===== src/rtl/data_mem_pl.sv =====
// Preloadable data memory: zero-fill (CLEAR), streamed preload (LOAD), then byte-lane run-mode access (RUN).
// Optional macro DMEM_RD_FWD_EN forwards a same-cycle run-mode write to the combinational read port.
module data_mem_pl #(
   parameter int DATA_W = 16,
   parameter int DEPTH  = 10,
   parameter int ADDR_W = 4
) (
   input  logic                clk,
   input  logic                clr,
   input  logic                ld_valid,
   input  logic [DATA_W-1:0]   ld_data,
   output logic                ld_ready,
   input  logic                ld_skip,
   input  logic                we,
   input  logic [DATA_W/8-1:0] wbe,
   input  logic [ADDR_W-1:0]   waddr,
   input  logic [DATA_W-1:0]   wdata,
   input  logic [ADDR_W-1:0]   raddr,
   output logic [DATA_W-1:0]   rdata,
   output logic                addr_err,
   output logic [DEPTH-1:0]    ptr_led,
   output logic                over
);

   localparam int unsigned NB = DATA_W / 8;

   localparam logic [1:0] ST_CLEAR = 2'd0;
   localparam logic [1:0] ST_LOAD  = 2'd1;
   localparam logic [1:0] ST_RUN   = 2'd2;

   localparam logic [ADDR_W:0]   DEPTH_X   = (ADDR_W+1)'(DEPTH);
   localparam logic [ADDR_W-1:0] LAST_ADDR = ADDR_W'(DEPTH - 1);
   localparam logic [DEPTH-1:0]  LED_MSB   = {1'b1, {(DEPTH-1){1'b0}}};

   logic [1:0]        state_q, state_d;
   logic [ADDR_W-1:0] ptr_q, ptr_d;
   logic [ADDR_W-1:0] clr_idx_q, clr_idx_d;
   logic              over_q, over_d;

   logic [DATA_W-1:0] mem_q [DEPTH];

   logic              mem_wr_en;
   logic [ADDR_W-1:0] mem_wr_addr;
   logic [DATA_W-1:0] mem_wr_data;
   logic [NB-1:0]     mem_wr_be;

   logic waddr_ok, raddr_ok;

   assign waddr_ok = {1'b0, waddr} < DEPTH_X;
   assign raddr_ok = {1'b0, raddr} < DEPTH_X;

   // The zero-fill walks its own index so the display pointer stays on word 0 until LOAD begins.
   always_comb begin
      state_d     = state_q;
      ptr_d       = ptr_q;
      clr_idx_d   = clr_idx_q;
      mem_wr_en   = 1'b0;
      mem_wr_addr = ptr_q;
      mem_wr_data = '0;
      mem_wr_be   = '0;
      case (state_q)
         ST_CLEAR: begin
            mem_wr_en   = 1'b1;
            mem_wr_addr = clr_idx_q;
            mem_wr_be   = '1;
            if (clr_idx_q == LAST_ADDR) begin
               state_d   = ST_LOAD;
               clr_idx_d = '0;
            end else begin
               clr_idx_d = clr_idx_q + 1'b1;
            end
         end
         ST_LOAD: begin
            if (ld_skip) begin
               state_d = ST_RUN;
            end else if (ld_valid) begin
               mem_wr_en   = 1'b1;
               mem_wr_addr = ptr_q;
               mem_wr_data = ld_data;
               mem_wr_be   = '1;
               if (ptr_q == LAST_ADDR) state_d = ST_RUN;
               else                    ptr_d   = ptr_q + 1'b1;
            end
         end
         ST_RUN: begin
            if (we && waddr_ok) begin
               mem_wr_en   = 1'b1;
               mem_wr_addr = waddr;
               mem_wr_data = wdata;
               mem_wr_be   = wbe;
            end
         end
         default: state_d = ST_CLEAR;
      endcase
      if (clr) mem_wr_en = 1'b0;
      over_d = (state_d == ST_RUN);
   end

   always_ff @(posedge clk or posedge clr) begin
      if (clr) begin
         state_q   <= ST_CLEAR;
         ptr_q     <= '0;
         clr_idx_q <= '0;
         over_q    <= 1'b0;
      end else begin
         state_q   <= state_d;
         ptr_q     <= ptr_d;
         clr_idx_q <= clr_idx_d;
         over_q    <= over_d;
      end
   end

   // Storage has no reset; only the CLEAR sweep zeroes it.
   always_ff @(posedge clk) begin
      if (mem_wr_en) begin
         for (int unsigned i = 0; i < NB; i++) begin
            if (mem_wr_be[i]) mem_q[mem_wr_addr][8*i +: 8] <= mem_wr_data[8*i +: 8];
         end
      end
   end

   always_comb begin
      rdata = '0;
      if (state_q != ST_CLEAR && raddr_ok) begin
         rdata = mem_q[raddr];
`ifdef DMEM_RD_FWD_EN
         if (state_q == ST_RUN && we && waddr == raddr) begin
            for (int unsigned i = 0; i < NB; i++) begin
               if (wbe[i]) rdata[8*i +: 8] = wdata[8*i +: 8];
            end
         end
`endif
      end
   end

   assign addr_err = !raddr_ok || (state_q == ST_RUN && we && !waddr_ok);
   assign ld_ready = (state_q == ST_LOAD);
   assign ptr_led  = (state_q == ST_RUN) ? '0 : (LED_MSB >> ptr_q);
   assign over     = over_q;

endmodule


===== config.mk =====
export PLATFORM = sky130hd
export DESIGN_NAME = data_mem_pl
export DESIGN_NICKNAME = d
export VERILOG_FILES = /design/src/rtl/data_mem_pl.sv
export SDC_FILE = /design/constraint.sdc
export NUM_CORES = 1
export LEC_CHECK = 0
export CORE_MARGIN = 3
export CORE_UTILIZATION = 57
export CTS_BUF_LIST = sky130_fd_sc_hd__clkbuf_8 sky130_fd_sc_hd__clkbuf_16
export DETAILED_ROUTE_END_ITERATION = 8
export HOLD_SLACK_MARGIN = 0.03
export PLACE_DENSITY_LB_ADDON = 0.12
export SYNTH_ARGS = -nofsm -noshare
export SYNTH_HDL_FRONTEND = slang
export SYNTH_SLANG_ARGS = --single-unit

===== constraint.sdc =====
create_clock -name clk -period 2.6 [get_ports clk]
set_input_delay 0.65 -clock clk [delete_from_list [all_inputs] [get_ports clk]]
set_output_delay 0.65 -clock clk [all_outputs]
set_load 0.01 [all_outputs]

* Word level (Yosys, flattened, before mapping) *
Memories as Yosys holds them, arrays and structs flattened.
Cells that the tools add are included.

cells by class
  shifts and indexed selects = 1
  div/mod/pow operators = 0
  equality and inequality tests = 5
  $lt $le $gt $ge = 2
  $add $sub $neg = 2
  multiplexer cells = 29
  multiply operators = 0
  bitwise gates (word level) = 2
  reduce and logical (&&, ||, !) cells = 10

operators with widths
  cell                                                count
  two-way mux 16 bit                                  4
  case mux 16 bit (2 select lines)                    1
  two-way mux 2 bit                                   7
  case mux 2 bit (3 select lines)                     2
  two-way mux 1 bit                                   10
  two-way mux 10 bit                                  1
  >> shifter 10 x 4 -> 10 bit (first input constant)  1
  adder 4 x 1 -> 4 bit (second input constant)        2
  == test 4 bit (second input constant)               2
  less-than comparator 4 bit (second input constant)  2
  two-way mux 4 bit                                   2
  case mux 4 bit (2 select lines)                     1
  == test 2 bit (second input constant)               2
  logical AND 1 bit                                   4
  AND reduction 4 bit                                 1
  case mux 1 bit (3 select lines)                     1
  == test 2 x 1 -> 1 bit (second input constant)      1
  logical NOT 1 bit                                   2
  logical NOT 2 bit                                   1
  inverter 1 bit                                      2
  nonzero test 2 bit                                  1
  logical OR 1 bit                                    1

word-level totals
  bits in latches = 0
  input port bits = 47
  register bits = 11
  logic and storage cells = 56
  memory bits (read-only) = 0
  memories kept = 1
  output and inout port bits = 29
  RAM bits = 160

memory list
  memory  words  width  rd ports  clocked after Yosys merged registers in  write ports  RTL line  source
  mem_q   10     16     1         0                                        1            40        logic [DATA_W-1:0] mem_q [DEPTH];

* Logic depth before layout (Yosys ltp) *
  word-level depth = 7
  gate-level depth with buffers = 8
  gate-level depth less buffers = 7

* Worst setup path before layout *
No wires, ideal clock.

  path kind = in2out
  from = input raddr[0]
  to = output rdata[10]
  path slack = 0.176 ns
  stages on the path = 5
  path buffers = 2
  data required time = 1.950 ns
  data arrival time = 1.774 ns
  cells stage by stage = buf_6 > buf_12 > mux4_2 > a211oi_1 > a211oi_1

on the way
  word-level cells in the longest chain between the ends = 3
  elaborated cells on any way between the ends = 4
  those cells by class = order compare: 1; mux: 1; reduce/logical: 1; memory: 1

ends and longest elaborated chain
  element                     RTL line  source
  start, declared             18        input logic [ADDR_W-1:0] raddr,
  less-than comparator 4 bit  50        assign raddr_ok = {1'b0, raddr} < DEPTH_X;
  logical AND 1 bit           124       if (state_q != ST_CLEAR && raddr_ok) begin
  two-way mux 16 bit *        124
  end, declared               19        output logic [DATA_W-1:0] rdata,

Mark *: on every way between the ends. The rest lies on a longest branch, timed or not.

* Worst setup path in the final report *
  from = input raddr[0]
  to = output rdata[12]

The elaborated chain is that of the path after synthesis.

==> results.yml <==
status:
  status: "finished with violations"
  violations: "setup timing"
synthesis:
  seq_area_frac_synth_pct: 68.2
  ys_ff_latch: 171
  ys_async_sr_fraction_pct: 6.43
  yosys_warnings: 0
  synth_edf_count: 160
  synth_ff_type: "edfxtp_1"
  synth_cell_types: 46
  synth_area_um2: 7450
  syn_nets: 511
  synth_area_per_cell_um2: 16.4
  synthCells: 454
timing:
  holdWs_ns: 0.473
  fin_skew_ns: 0.00626
  grt_setup_unrepaired: "yes"
  maxClockFrequency_mhz: 377
  setup_violations: 14
  setup_tns_ns: -0.481
  min_period_over_period_pct: 102
  fin_crit_ns: 2.65
  tightest_slew_ns: 0.799
  fin_ws_ns: -0.0548
  finalHoldViolations: 0
  slew_viol_final: 0
  slew_headroom_pct: 46.6
drt:
  drtIter0Drc: 469
  wl_met2_um: 8980
  wl_per_cell_um: 22.1
  wl_um: 17400
  drc: 0
  top_layer: "met4"
  dr.pass1.iters: 4
  wl_met3_um: 1280
  drt-met1-wl_um: 6870
  vias: 4597
  postRouteAntennaNets: 0
  vias_per_cell: 5.83
worst_setup_path:
  path_class: "in -> out"
  worst_r2r_path_depth: 9
  r2r-end: "mem_q[6][5]"
  critPathMaxFanout: 8
  crit_path_end_kind: "output port"
  reg2reg_from: "state_q[1]"
  ff2ff_setup_slack_ns: 0.19
  crit_path_start: "raddr[0]"
  crit_end: "rdata[12]"
  start_kind: "input pin"
  required_ns: 1.95
  critPathArrivalTime_ns: 2.00
clocking:
  cts-root-buf: "clkbuf_16"
  clk_pin_slew_ns: 0.06
  clockBufferDepth: 2
  cts_made_buffers: 17
  clock_latency_ns: 0.42
  cts.sinks: 171
  cts_tree: "built"
  htreeDepth: 4
place:
  gp_congestion: 0.796
  place_ws_ns: -0.913
  dp_hpwl_um: 11100
  place_inst: 739
  numPortBuffers: 75
finish:
  nets: 660
  antennaDiodeCount: 0
  layout-drive-gt1-share_pct: 34.4
  fillCellCount: 752
  finalNonFillerCells: 788
  synthToLayoutAreaGrowth_pct: 31.8
flow_run:
  max_cap_violations: 0
power:
  power_density_nw_per_um2: 908
  power.leakage_nw: 3.63
  design_power_total_mw: 8.91
  ir_worst_vdd_v: 0.000560
floorplanning:
  pin_count: 76
  die_x_um: 120
  fp.dieArea_um2: 14500
  start_util_pct: 58.5
  core.rowCount: 41
  core_area_um2: 12700
  chipHeight_um: 120
global_routing:
  grt_pass1_wl_um: 26600
  overflow: 0
  antenna_found_initial: 0
  grtUsageTotal_pct: 25.3
  grt_pass1_vias: 4763
  grt_max_degree: 25
hold_path:
  hold_depth: 1
  hp-class: "reg -> reg"
-- where the power goes --
part / switching (mW) / leakage, nW / internal, mW
combinational: 1.43 / 1.71 / 1.17
sequential: 0.186 / 1.60 / 3.56
clock: 0.967 / 0.318 / 1.59
-- logic make-up (layout without fill, tap and decap cells) --
family	after synthesis	in the layout	share of synthesized area [%]
mux	51	51	12.3
xor+xnor	4	4	0.471
fa+ha+maj	10	10	1.68
flops	171	171	68.2
compound gates	73	73	7.31
simple gates	106	106	7.46
buf+inv	39	201	2.60
-- state kept, by name, summed over array words and instances, names as in the netlist --
register / flops
clr_idx_q: 4
over: 1
mem_q: 160
state_q: 2
ptr_q: 4
-- repair_timing --
action	CTS	global route
buffers inserted	10	5
endpoints found under the hold margin	0	0
cloned	2	0
setup endpoints to repair	27	158
hold buffers	0	0
gates resized for setup	135	26
pin swaps	26	10
-- routing by layer --
metal	track usage, %	vias to the layer above
met2	42.9	209
met5	0	-
met1	33.2	2283
li1	-	2085
met3	5.71	20
met4	7.29	0
-- cell usage in the layout (no fill, tap or decap), types with 7 or more instances in the layout --
cell and count:
a211oi_1 10, a211oi_2 22, a22oi_1 16, buf_12 7
buf_2 18, buf_4 62, buf_6 8, clkbuf_16 17
clkdlybuf4s50_1 45, dfrtp_1 8, edfxtp_1 160, ha_1 8
inv_1 16, mux2i_1 17, mux4_2 32, nand2_1 18
nor2_1 27, nor2b_1 25
-- per-stage QoR --
stage | util, % | area, um^2
after floorplan | - | 7450
after global routing | 77.1 | 9810
after global placement | 69.3 | 8820
after CTS | 76.1 | 9680
final | 77.1 | 9810
after detailed placement | 69.3 | 8820
-- synth_stat cells (all sizes together), types with 6 or more instances --
library cell / number / area [um^2]
edfxtp: 160 / 4800
nor2b: 34 / 213
a211oi: 33 / 248
mux4: 32 / 721
nor2: 30 / 115
nand2: 18 / 67.6
mux2i: 17 / 170
a22oi: 16 / 120
buf: 14 / 100
clkbuf: 13 / 48.8
inv: 12 / 45.0
dfrtp: 11 / 275
ha: 10 / 125
o21ai: 6 / 33.8
-- worst min-delay path by stage --
stage | slack, ns | start | to
after detailed placement | 0.46 | clr_idx_q[0] | clr_idx_q[0]
after CTS | 0.47 | clr_idx_q[0] | clr_idx_q[0]
final | 0.47 | clr_idx_q[0] | clr_idx_q[0]
after floorplan | 0.44 | clr_idx_q[0] | clr_idx_q[0]
after global placement | 0.46 | clr_idx_q[0] | clr_idx_q[0]
after global routing | 0.49 | clr_idx_q[0] | clr_idx_q[0]
-- area by class of cell --
type	instances	area (um^2)	area share [%]
Clock buffer	21	480	4.90
Clock inverter	11	129	1.31
Inverter	12	45.0	0.459
Multi-Input combinational cell	244	2390	24.3
Sequential cell	171	5080	51.8
Tap cell	172	215	2.19
Timing Repair Buffer	157	1470	15.0
-- worst max-delay path: stages --
cell,delay (ns)
buf_12,0.12
buf_12,0.16
buf_8,0.10
mux4_2,0.51
a211oi_4,0.26
a211oi_2,0.05
buf_2,0.14
(Power assumes the default switching activity.)
==> patch (same flow settings) <==
Set the parameter `DEPTH` to 12 (it was 10).
--- a/src/rtl/data_mem_pl.sv
+++ b/src/rtl/data_mem_pl.sv
@@ -2,7 +2,7 @@
 // Optional macro DMEM_RD_FWD_EN forwards a same-cycle run-mode write to the combinational read port.
 module data_mem_pl #(
    parameter int DATA_W = 16,
-   parameter int DEPTH  = 10,
+   parameter int DEPTH  = 12,
    parameter int ADDR_W = 4
 ) (
    input  logic                clk,
Interface: changed (resized ptr_led); port bits go from 76 to 78. The function was not compared with the original's and may differ.
==> patch against the original RTL <==
- core utilization is 0.85 points higher
- global-route usage up 0.46 points
- the flow still finishes with violations (negative setup slack)
- count of clock-buffer cells in the layout grew 5
- largest power group unchanged
- synthesized cell count is 29% higher
- power up 13%
- sequential power up 15%
- register-to-register slack got worse by 80 ps
- combinational power is 13% higher
- routed wire length increased by 34%
- clock power up 12%
- final area grew 23%
- synthesized area grew 24%
- sequential cell count is 32 higher
- setup slack worse by 65 ps
==> patch: results (changes against the original RTL) <==
----------------------------------------------------
[Routing]
  Detailed-route via count ... 6099 (+33%)
  Met2 WL post-DR ... 11500 um (+28%)
  Detailed router's first-iteration violation count ... 630 (+34%)
  WL met1 ... 8960 um (+30%)
  Detailed-routing iteration count for the pre-antenna-repair pass ... 5 (+1)

[GRT]
  Largest net degree at the start of global routing ... 19 (-24%)
  Wire length of the first global-routing pass ... 35100 um (+32%)
  Combined global-route utilization of all metal layers ... 25.7% (+0.46 points)

[Clock tree]
  Clock latency at the later pin of the worst-skew pair ... 500 ps (+80 ps)
  Max H-tree Level ... 1 (-3)
  Maximum clock path buffer count ... 3 (+1)

[Finish]
  Top Registers ... mem_q (192), clr_idx_q (4), ptr_q (4)
  Ratio of cells with drive above 1 in the final layout ... 32.5% (-1.9 points)

[Synth]
  Synth cell count leaders ... sky130_fd_sc_hd__edfxtp_1, sky130_fd_sc_hd__mux2i_1, sky130_fd_sc_hd__nor2_1
  Proportion of synthesized chip area in sequential cells ... 65.4% (-2.9 points)
  Number of nets produced by synthesis ... 645 (+26%)
  Number of distinct library cell variants in the gate-level netlist after synthesis ... 44 (-4.3%)
  Most area-consuming cells after synthesis ... sky130_fd_sc_hd__edfxtp_1, sky130_fd_sc_hd__mux2i_1, sky130_fd_sc_hd__mux4_2, sky130_fd_sc_hd__dfrtp_1, sky130_fd_sc_hd__nor2_1
  Number of cells produced by synthesis ... 587 (+29%)
  Count of flip-flops with a built-in enable after synthesis ... 192 (+20%)

[Placed design]
  # placed instances ... 923 (+25%)
  Pre-CTS setup slack ... -688 ps (+225 ps)
  HPWL after DPL ... 13900 um (+26%)
  Routability congestion estimate from global placement ... 0.816 (+2.6%)
  Instance area at placement ... 0.0108 mm^2 (+22%)

[Timing]
  Total Neg Setup Slack ... -762 ps (-280 ps)
  Fin Hold WS ... 565 ps (+91.8 ps)
  Final setup skew ... 17.4 ps (+11.2 ps)
  Final worst slack ... -120 ps (-64.9 ps)
  # setup viols final ... 15 (+1)

[Worst setup path]
  Number of cells on the worst reg-to-reg path ... 10 (+1)
  Worst reg2reg setup slack ... 110 ps (-80 ps)
  Reg-to-reg critical path endpoint ... mem_q[9][1]
  Crit path max-delay family ... multiplexers
  WP data arrival ... 2070 ps (+70 ps)

[Status]
  Violations in the final reports ... negative setup slack
  Result of the run ... finished, violations left

[Power and ir drop]
  Maximum vdd ir drop ... 0.527 mV (-5.8%)

----------------------------------------------------
==> patch: per-layer routing <==
layer  global-route usage, %  up-vias
li1                        -     2687
met1                    35.4     2998
met4                    7.94        0
met5                       0        -
met2                    41.3      370
met3                    6.12       44
==> patch: cells by family (layout without fill, tap and decap cells) <==
kind of cell | after synthesis | in the layout | synth area share, %
AOI/OAI and AO/OA | 88 | 88 | 7.68
xor gates and xnor gates | 2 | 2 | 0.190
adders and majority gates | 11 | 11 | 1.49
buffers and inverters | 48 | 236 | 3.03
DFF | 203 | 203 | 65.4
muxes | 102 | 102 | 15.6
and+or+nand+nor | 133 | 133 | 6.69
==> patch: layout make-up <==
| class | instances | area (um^2) |
|---|---|---|
| Inverter | 9 | 33.8 |
| Fill cell | 859 | 3420 |
| Sequential cell | 203 | 6040 |
| Multi-Input combinational cell | 336 | 3200 |
| Tap cell | 211 | 264 |
| Clock buffer | 26 | 594 |
| Clock inverter | 10 | 71.3 |
| Timing Repair Buffer | 191 | 1910 |
==> patch: worst max path at each step <==
stage / startpoint / endpoint / slack, ps / cells after the start
after floorplan: raddr[0] / rdata[0] / 180 / 5
after global placement: raddr[0] / rdata[0] / -630 / 7
after detailed placement: raddr[3] / rdata[15] / -690 / 7
after CTS: raddr[0] / rdata[1] / -100 / 7
after global routing: raddr[0] / rdata[7] / -160 / 7
final: raddr[0] / rdata[7] / -120 / 7
==> patch: power breakdown <==
group | leakage, nW | internal (mW) | switching (mW) | total (mW)
Clock | 0.341 | 1.70 | 1.16 | 2.86
Combinational | 2.26 | 1.28 | 1.64 | 2.93
Sequential | 1.93 | 4.10 | 0.212 | 4.31
==> patch: what timing repair did <==
item,in CTS,in global routing
setup endpoints to repair,29,210
pin swaps,18,32
cloned,6,1
hold buffers,0,0
endpoints found under the hold margin,0,0
resized for setup,126,43
setup buffers,9,14
